==> src/rtl/axis_fifo_arbiter.sv <==
// axis_fifo_arbiter
// Round-robin burst arbiter feeding the write side of one shared axis_fifo.
// A producer is granted a whole burst only when the FIFO reports room for it,
// so the FIFO never has to back-pressure in the middle of a burst.
// Optional feature macro: AXIS_FIFO_ARBITER_TIMEOUT_EN (stall timeout abort).
// fsm_state exposes the controller state (0 idle, 1 burst, 2 settle).
//
// Handshake: a beat moves on a cycle where the sender holds valid high and the
// receiver holds ready high in the same cycle; valid never waits on ready.
// Here the granted producer's valid/data are passed straight to m_axis and
// m_axis_tready is passed straight back to that producer only.
module axis_fifo_arbiter #(
  parameter int NUM_PORTS      = 4,
  parameter int DATA_WIDTH     = 32,
  parameter int FIFO_DEPTH     = 512,
  parameter int SETTLE_CYCLES  = 2,
  parameter int TIMEOUT_CYCLES = 1024
) (
  input  logic                            aclk,
  input  logic                            areset,
  input  logic [15:0]                     cfg_burst,
  input  logic [15:0]                     write_count,
  input  logic [NUM_PORTS*DATA_WIDTH-1:0] s_axis_tdata,
  input  logic [NUM_PORTS-1:0]            s_axis_tvalid,
  output logic [NUM_PORTS-1:0]            s_axis_tready,
  output logic [DATA_WIDTH-1:0]           m_axis_tdata,
  output logic                            m_axis_tvalid,
  input  logic                            m_axis_tready,
  output logic [NUM_PORTS-1:0]            grant,
  output logic                            timeout,
  output logic [1:0]                      fsm_state
);

  localparam int PTR_W = $clog2(NUM_PORTS);
  localparam int SET_W = (SETTLE_CYCLES > 1) ? $clog2(SETTLE_CYCLES) : 1;
  localparam logic [16:0] DEPTH17 = 17'(FIFO_DEPTH);

  // Reject configurations the counters and pointer arithmetic cannot handle.
  if (NUM_PORTS < 2 || NUM_PORTS > 16 || SETTLE_CYCLES < 1 || TIMEOUT_CYCLES < 1
      || FIFO_DEPTH < 1 || FIFO_DEPTH > 131071) begin : g_param_check
    $error("axis_fifo_arbiter: parameter out of range");
  end

  typedef enum logic [1:0] {
    ST_IDLE   = 2'd0,
    ST_BURST  = 2'd1,
    ST_SETTLE = 2'd2
  } state_t;

  state_t                 state_q, state_d;
  logic [PTR_W-1:0]       ptr_q, ptr_d;
  logic [PTR_W-1:0]       gnt_idx_q, gnt_idx_d;
  logic [NUM_PORTS-1:0]   grant_q, grant_d;
  logic [15:0]            len_q, len_d;
  logic [15:0]            beat_q, beat_d;
  logic [SET_W-1:0]       settle_q, settle_d;

  logic [DATA_WIDTH-1:0]  port_data [NUM_PORTS];
  logic [PTR_W-1:0]       cand [NUM_PORTS];
  logic [PTR_W-1:0]       sel_idx;
  logic [PTR_W-1:0]       ptr_adv;
  logic                   found;
  logic [15:0]            len_eff;
  logic [15:0]            beat_inc;
  logic [16:0]            wc17;
  logic                   room;
  logic                   in_burst;
  logic                   hs;
  logic                   last_beat;
  logic                   abort;

  // Split the flat producer data bus into one word per port.
  for (genvar i = 0; i < NUM_PORTS; i++) begin : g_unpack
    assign port_data[i] = s_axis_tdata[i*DATA_WIDTH +: DATA_WIDTH];
  end

  // Burst length 0 is treated as a single beat.
  assign len_eff = (cfg_burst == 16'd0) ? 16'd1 : cfg_burst;

  // Room check in 17 bits; an over-full count means no room at all.
  assign wc17 = {1'b0, write_count};
  assign room = (wc17 <= DEPTH17) && ((DEPTH17 - wc17) >= {1'b0, len_eff});

  // Round-robin search: first valid port at or after the pointer, wrapping.
  always_comb begin
    found   = 1'b0;
    sel_idx = '0;
    for (int k = 0; k < NUM_PORTS; k++) begin
      cand[k] = PTR_W'((int'(ptr_q) + k) % NUM_PORTS);
    end
    for (int k = 0; k < NUM_PORTS; k++) begin
      if (!found && s_axis_tvalid[cand[k]]) begin
        found   = 1'b1;
        sel_idx = cand[k];
      end
    end
  end

  // Zero-latency datapath from the granted producer to the FIFO.
  assign in_burst      = (state_q == ST_BURST);
  assign m_axis_tvalid = in_burst & s_axis_tvalid[gnt_idx_q];
  assign m_axis_tdata  = in_burst ? port_data[gnt_idx_q] : '0;
  assign s_axis_tready = (in_burst & m_axis_tready) ? grant_q : '0;
  assign hs            = m_axis_tvalid & m_axis_tready;

  assign beat_inc  = beat_q + 16'd1;
  assign last_beat = hs && (beat_inc == len_q);
  assign ptr_adv   = (gnt_idx_q == PTR_W'(NUM_PORTS - 1)) ? '0 : gnt_idx_q + 1'b1;

  assign grant     = grant_q;
  assign fsm_state = state_q;

`ifdef AXIS_FIFO_ARBITER_TIMEOUT_EN
  localparam int STALL_W = $clog2(TIMEOUT_CYCLES + 1);

  logic [STALL_W-1:0] stall_q, stall_d;

  // Abort on the cycle the run of handshake-free burst cycles reaches the limit.
  assign abort   = in_burst && !hs && (stall_q == STALL_W'(TIMEOUT_CYCLES - 1));
  assign timeout = abort;

  // Stall counter: counts consecutive burst cycles without a handshake.
  always_comb begin
    stall_d = '0;
    if (in_burst && !hs && !abort) begin
      stall_d = stall_q + 1'b1;
    end
  end

  // Stall counter register.
  always_ff @(posedge aclk) begin
    if (areset) begin
      stall_q <= '0;
    end else begin
      stall_q <= stall_d;
    end
  end
`else
  // Without the timeout feature a stalled burst simply waits.
  assign abort   = 1'b0;
  assign timeout = 1'b0;
`endif

  // Next-state logic: grant decision in IDLE, beat counting in BURST,
  // fixed quiet gap in SETTLE while write_count catches up.
  always_comb begin
    state_d   = state_q;
    ptr_d     = ptr_q;
    gnt_idx_d = gnt_idx_q;
    grant_d   = grant_q;
    len_d     = len_q;
    beat_d    = beat_q;
    settle_d  = settle_q;
    unique case (state_q)
      ST_IDLE: begin
        if (found && room) begin
          state_d   = ST_BURST;
          gnt_idx_d = sel_idx;
          grant_d   = NUM_PORTS'(1) << sel_idx;
          len_d     = len_eff;
          beat_d    = '0;
        end
      end
      ST_BURST: begin
        if (hs) begin
          beat_d = beat_inc;
        end
        if (last_beat || abort) begin
          state_d  = ST_SETTLE;
          grant_d  = '0;
          ptr_d    = ptr_adv;
          settle_d = '0;
        end
      end
      ST_SETTLE: begin
        if (settle_q == SET_W'(SETTLE_CYCLES - 1)) begin
          state_d = ST_IDLE;
        end else begin
          settle_d = settle_q + 1'b1;
        end
      end
      default: begin
        state_d = ST_IDLE;
        grant_d = '0;
      end
    endcase
  end

  // State register with synchronous reset; a partial burst is dropped.
  always_ff @(posedge aclk) begin
    if (areset) begin
      state_q   <= ST_IDLE;
      ptr_q     <= '0;
      gnt_idx_q <= '0;
      grant_q   <= '0;
      len_q     <= '0;
      beat_q    <= '0;
      settle_q  <= '0;
    end else begin
      state_q   <= state_d;
      ptr_q     <= ptr_d;
      gnt_idx_q <= gnt_idx_d;
      grant_q   <= grant_d;
      len_q     <= len_d;
      beat_q    <= beat_d;
      settle_q  <= settle_d;
    end
  end

endmodule

==> config.mk <==
export PLATFORM = sky130hd
export DESIGN_NAME = axis_fifo_arbiter
export DESIGN_NICKNAME = d
export VERILOG_FILES = /design/src/rtl/axis_fifo_arbiter.sv
export SDC_FILE = /design/constraint.sdc
export NUM_CORES = 1
export LEC_CHECK = 0
export CAP_MARGIN = 30
export CORE_ASPECT_RATIO = 1.1
export CORE_MARGIN = 5
export CORE_UTILIZATION = 45
export CTS_CLUSTER_SIZE = 28
export DETAILED_ROUTE_END_ITERATION = 12
export MAX_ROUTING_LAYER = met4
export PLACE_DENSITY = 0.95
export SLEW_MARGIN = 20
export SYNTH_ARGS = -nofsm -noshare
export SYNTH_HDL_FRONTEND = slang
export SYNTH_SLANG_ARGS = --single-unit
==> constraint.sdc <==
create_clock -name aclk -period 7.05 [get_ports aclk]
set_clock_uncertainty 0.05 [all_clocks]
set_input_delay 1.0575 -clock aclk [delete_from_list [all_inputs] [get_ports aclk]]
set_output_delay 1.0575 -clock aclk [all_outputs]
set_load 0.02 [all_outputs]
==> results of run 1 <==
-- area by class of cell --
type / instances / area, µm² / share of cell area
Tap cell: 117 / 146 / 0.0225
Multi-Input combinational cell: 380 / 3140 / 0.482
Clock buffer: 5 / 68.8 / 0.0106
Timing Repair Buffer: 213 / 2120 / 0.326
Sequential cell: 43 / 862 / 0.133
Antenna cell: 6 / 15.0 / 0.00231
Inverter: 29 / 109 / 0.0167
Clock inverter: 3 / 43.8 / 0.00673
-- power by group through the flow --
stage | logic [W] | registers, W | clock network [W]
floorplan | 0.0000684 | 0.000268 | 0
global placement | 0.000203 | 0.000261 | 0
detailed placement | 0.000211 | 0.000261 | 0
CTS | 0.000212 | 0.000255 | 0.000195
global route | 0.000227 | 0.000256 | 0.000204
finish | 0.000213 | 0.000255 | 0.000195
-- through the flow --
step	area (µm²)	hold slack [ns]
2_1_floorplan	4250	0.397
3_3_place_gp	6370	0.404
3_5_place_dp	6370	0.433
4_1_cts	6490	0.448
5_1_grt	6500	0.468
6_report	6500	0.449
-- routing by layer --
metal  global-route usage  up-vias  share of wire
li1                     -     2181              -
met1                0.294     2312           0.33
met2                0.534      252           0.53
met3               0.0489       46          0.081
met4                0.142        0          0.056
met5                    -        -              0
-- kinds of logic (layout without fill, tap and decap cells) --
kind of cell,Yosys count,after routing,share of synthesized area
DFF,43,43,0.202
muxes,53,53,0.222
other,1,7,0.000882
xor gates and xnor gates,33,33,0.0679
adders and majority gates,19,19,0.0559
buffers and inverters,62,250,0.0612
AOI/OAI and AO/OA,87,87,0.141
and+or+nand+nor,187,187,0.248
-- worst register-to-register path, delay by kind of cell (launching register included) --
family,cells,cell delay (ns)
AOI/OAI and AO/OA,4,1.43
DFF,1,0.43
and+or+nand+nor,3,0.86
-- registers in the layout (all words and copies together) (netlist names) --
signal / count
beat_q: 16
len_q: 16
grant: 4
fsm_state: 2
gnt_idx_q: 2
ptr_q: 2
settle_q: 1
-- worst min path at each step --
stage / end / startpoint / slack [ns]
floorplan: settle_q / settle_q / 0.40
global placement: settle_q / settle_q / 0.40
detailed placement: settle_q / settle_q / 0.43
CTS: settle_q / settle_q / 0.45
global route: settle_q / settle_q / 0.47
finish: settle_q / settle_q / 0.45
-- placed cells by master (no fill, tap or decap), types with 3 or more instances in the layout --
master / count
clkdlybuf4s50_1: 209
nor2_1: 45
dfxtp_1: 42
and2_1: 34
mux4_2: 33
inv_1: 29
nand2_1: 27
a21oi_1: 23
xnor2_1: 21
mux2i_1: 19
ha_1: 19
o21ai_0: 14
xor2_1: 12
nand3_1: 12
nor3_1: 11
nor4_1: 10
and3_1: 10
nand4_1: 9
a31oi_1: 8
a311oi_1: 7
diode_2: 6
nand2b_1: 5
o41ai_1: 5
clkbuf_8: 5
or3_1: 4
nand3b_1: 4
o31a_1: 4
buf_4: 4
o31ai_1: 3
==> results.ini, run 1 <==
[worst_setup_path]
cp_slowest_cell=a31oi_4
rr_startpoint=fsm_state[1]
crit_cells=14
crit_path_start_kind=input pin
cpPeakStageDelay_ns=0.82
critPathMostFrequentCell=nand3_1
crit_arrival_ns=5.26
required_ns=7.23
cp-endpoint=beat_q[1]
worst-path-buf-inv=1
r2r-end=beat_q[1]
rrSetupSlack_ns=4.21
cp_max_fo=26
path_cells=clkdlybuf4s50_1, nor4_4, a41oi_2, nand2b_1, or3_1, xor2_1, ha_1, nand3_1, nor3_1, o311ai_1, a31oi_4, or2_1, nand3_1, a21oi_1
endpoint_kind=flip-flop
reg2regPathDepth=7
critPathKind=in -> reg
crit_start=write_count[5]
cp_top_family=simple AND/OR/NAND/NOR gates

[logic_synthesis]
yosysMostFrequentCell=nor2_1
async_flop_share=0
ys_top_cells_by_count=45 x nor2_1, 43 x dfxtp_1, 34 x and2_1
ys.flop_type=dfxtp_1
ys_ff_latch=43
ys_seq_area_frac=0.202
synth_area_leaders=dfxtp_1 20%, mux4_2 17%, ha_1 5.6%, and2_1 5.0%, mux2i_1 4.5%
synth_area_um2=4250
synth.largest_area_cell=dfxtp_1
yosysWarningCount=0
synth_cell_types=63
syn_nets=671
avgSynthCellArea_um2=8.77
postSynthCellCount=485
synth_edf_count=0
synth.top_cell.area_share=0.202

[timing]
rsz0062_at_grt=false
worst_slack_ns=1.97
setup_violations=0
worst_slew_pin_slew_ns=0.952
slew_violations=0
relSlewSlack=0.365
fin_crit_sh=0.720
max_freq_ghz=0.197
hold_viol_final=0
finalSetupTns_ns=0
period_minus_slack_ns=5.08

[floorplan]
fp.dieW_um=103
ios=211
coreArea_um2=9310
start_util=0.457
rows=37
dieArea_um2=11500
die_height_um=112

[pwr]
internal-power_w=0.000488
p_sw_frac=0.264
peakVddDrop_mv=0.0808
powerDensity_nw_per_um2=102
p_leak_nw=2.29
p_seq_frac=0.385
p_total_w=0.000663
clkPwrFrac=0.294
combPwrFrac=0.321
switchingPower_w=0.000175

[cts]
root_buffer=clkbuf_8
clk_latency_ns=0.30
cts_tree=yes
post_cts_buffers=0
cts_resized=0
htreeDepth=2
clk_transition_reported_paths_ns=0.09
holdBufCountCts=0
cts_buffers=5
cts_sinks=43
clockBufferDepth=2

[route]
antenna_left=0
drc=0
drt_iter0_drc=447
drt_pass1_iterations=6
via_per_inst=6.02
post_drt_wl_per_cell_um=21.5
vias=4791
wl_um=17100

[placed_design]
place_ws_ns=1.69
dp_cells=782
hpwl_um=14400
io_buffer_count=209
gp_congestion=0.946

[global_route]
grt_max_degree=50
grt_pass1_vias=4940
grt_pass1_wl_um=25800
track_usage=0.293
overflow=0
antenna_found_initial=6

[finish]
fin_nets=858
drive_above_1_share=0.0877
area.growth.synth_to_final_pct=52.9
final_core_util=0.699
stdcell_count=796
fill_cells=676

[run]
drv_cap=0

[worst_hold_path]
hold_depth=2
hp-class=reg -> reg

[run_status]
outcome=complete, no violations

(Power assumes the default switching activity.)
==> run 2: changes to the inputs <==
--- a/config.mk
+++ b/config.mk
@@ -8,11 +8,11 @@
 export CAP_MARGIN = 30
 export CORE_ASPECT_RATIO = 1.1
 export CORE_MARGIN = 5
-export CORE_UTILIZATION = 45
+export CORE_UTILIZATION = 42
 export CTS_CLUSTER_SIZE = 28
 export DETAILED_ROUTE_END_ITERATION = 12
 export MAX_ROUTING_LAYER = met4
-export PLACE_DENSITY = 0.95
+export PLACE_DENSITY = 0.93
 export SLEW_MARGIN = 20
 export SYNTH_ARGS = -nofsm -noshare
 export SYNTH_HDL_FRONTEND = slang
==> constraint.sdc (replaced) <==
create_clock -name aclk -period 5 [get_ports aclk]
set_clock_uncertainty 0.05 [all_clocks]
set_input_delay 0.75 -clock aclk [delete_from_list [all_inputs] [get_ports aclk]]
set_output_delay 0.75 -clock aclk [all_outputs]
set_load 0.02 [all_outputs]
==> results.ini, run 2 (same netlist as run 1, synthesis figures left out) <==
[timing]
setup_violations=0
max_freq_ghz=0.224
worst_slack_ns=0.540
period_minus_slack_ns=4.46
holdWs_ns=0.440
slew_violations=0
relSlewSlack=0.453
fin_crit_sh=0.892
rsz0062_at_grt=false
finalSetupTns_ns=0
worst_slew_pin_slew_ns=0.820
hold_viol_final=0

[global_route]
antenna_found_initial=6
overflow=0
grt_max_degree=40
grt_pass1_vias=4765
grt_pass1_wl_um=25900
track_usage=0.278

[worst_hold_path]
hp-class=reg -> reg

[cts]
clk_transition_reported_paths_ns=0.09
holdBufCountCts=0
cts_resized=0
post_cts_buffers=0
cts_buffers=5
cts_sinks=43
htreeDepth=2
clockBufferDepth=2
cts_tree=yes
clk_latency_ns=0.31
root_buffer=clkbuf_8

[pwr]
p_leak_nw=2.29
powerDensity_nw_per_um2=139
peakVddDrop_mv=0.0922

[worst_setup_path]
critPathKind=in -> reg
cpPeakStageDelay_ns=0.48
cp_slowest_cell=clkdlybuf4s50_1
path_cells=clkdlybuf4s50_1, nor4_4, a41oi_2, nand2b_1, or3_1, xor2_1, ha_1, a21o_1, a21o_1, a221oi_1, a31oi_4, or2_1, a311oi_1
cp_max_fo=11
crit_arrival_ns=4.62
endpoint_kind=flip-flop
crit_path_start_kind=input pin
required_ns=5.16
critPathMostFrequentCell=a21o_1

[finish]
fill_cells=806
layout_commonest_cell=clkdlybuf4s50_1
stdcell_count=800
area.growth.synth_to_final_pct=52.7
stdcell_area_um2=6500
fin_nets=859
multiInputGateArea_um2=3140
final_cell_mix=209 x clkdlybuf4s50_1, 45 x nor2_1, 42 x dfxtp_1, 34 x and2_1, 33 x mux4_2
drive_above_1_share=0.0875
regArea_um2=862

[route]
via_per_inst=5.95
drc=0
post_drt_wl_per_cell_um=21.5
drt_pass1_iterations=6
wl_um=17200
vias=4762
antenna_left=0
drt_iter0_drc=309

[placed_design]
placed_cell_area_um2=6390
place_ws_ns=0.270
hpwl_um=14500
dp_cells=786
gp_congestion=0.944
io_buffer_count=209

[run]
drv_cap=0

[floorplan]
fp.dieW_um=106
start_util=0.430
dieArea_um2=12200
die_height_um=116
ios=211
rows=38
coreArea_um2=9890

[run_status]
outcome=complete, no violations

run 2: changes by cell type in the layout (fill, tap and decap cells not counted):
| cell | change |
|---|---|
| buf_4 | +1 |
| bufinv_16 | -1 |
| clkbuf_1 | +1 |
| clkbuf_8 | +1 |
| clkinv_2 | -1 |
run 2: final timing paths:
path,startpoint,endpoint,slack [ns],depth (start not counted)
min,settle_q,settle_q,0.44,2
max,write_count[5],beat_q[3],0.54,13
max reg2reg,fsm_state[0],ptr_q[0],1.83,7
min reg2reg,settle_q,settle_q,0.44,2
run 2: final cells by class:
cell class | instances | area share
Tap cell | 120 | 0.0231
Clock buffer | 7 | 0.0133
Sequential cell | 43 | 0.133
Clock inverter | 1 | 0.00135
Inverter | 29 | 0.0168
Antenna cell | 6 | 0.00231
Timing Repair Buffer | 214 | 0.328
Multi-Input combinational cell | 380 | 0.483
run 2: routing by layer:
metal | wire [µm] | track usage
met1 | 5980 | 0.293
met2 | 9150 | 0.492
met3 | 1160 | 0.0496
met4 | 910 | 0.165
met5 | 0 | -
run 2: through the flow:
stage / util / total power (W)
after floorplan: - / 0.000475
final: 0.657 / 0.000901
after detailed placement: 0.646 / 0.000667
after CTS: 0.655 / 0.000903
after global routing: 0.657 / 0.000936
after global placement: 0.646 / 0.000653
run 2: where the power goes:
| part | leakage, nW | internal [W] | switching (W) |
|---|---|---|---|
| clock network | 0.0485 | 0.000113 | 0.000127 |
| logic | 1.89 | 0.000187 | 0.000113 |
| registers | 0.348 | 0.000352 | 0.00000792 |
| total | 2.29 | 0.000653 | 0.000248 |
run 2: critical path, delay by kind of cell:
kind | cells | cell delay [ns]
simple gates | 4 | 1.36
fa+ha+maj | 1 | 0.31
compound gates | 6 | 1.57
buf+inv | 1 | 0.48
xor+xnor | 1 | 0.16
==> run 3: changes to the inputs <==
--- a/config.mk
+++ b/config.mk
@@ -5,7 +5,7 @@
 export SDC_FILE = /design/constraint.sdc
 export NUM_CORES = 1
 export LEC_CHECK = 0
-export CAP_MARGIN = 30
+export CAP_MARGIN = 20
 export CORE_ASPECT_RATIO = 1.1
 export CORE_MARGIN = 5
 export CORE_UTILIZATION = 42
@@ -17,3 +17,4 @@
 export SYNTH_ARGS = -nofsm -noshare
 export SYNTH_HDL_FRONTEND = slang
 export SYNTH_SLANG_ARGS = --single-unit
+export TNS_END_PERCENT = 30
==> results of run 3 <==
The final DEF is identical to that of run 2; final timing and power are the same.
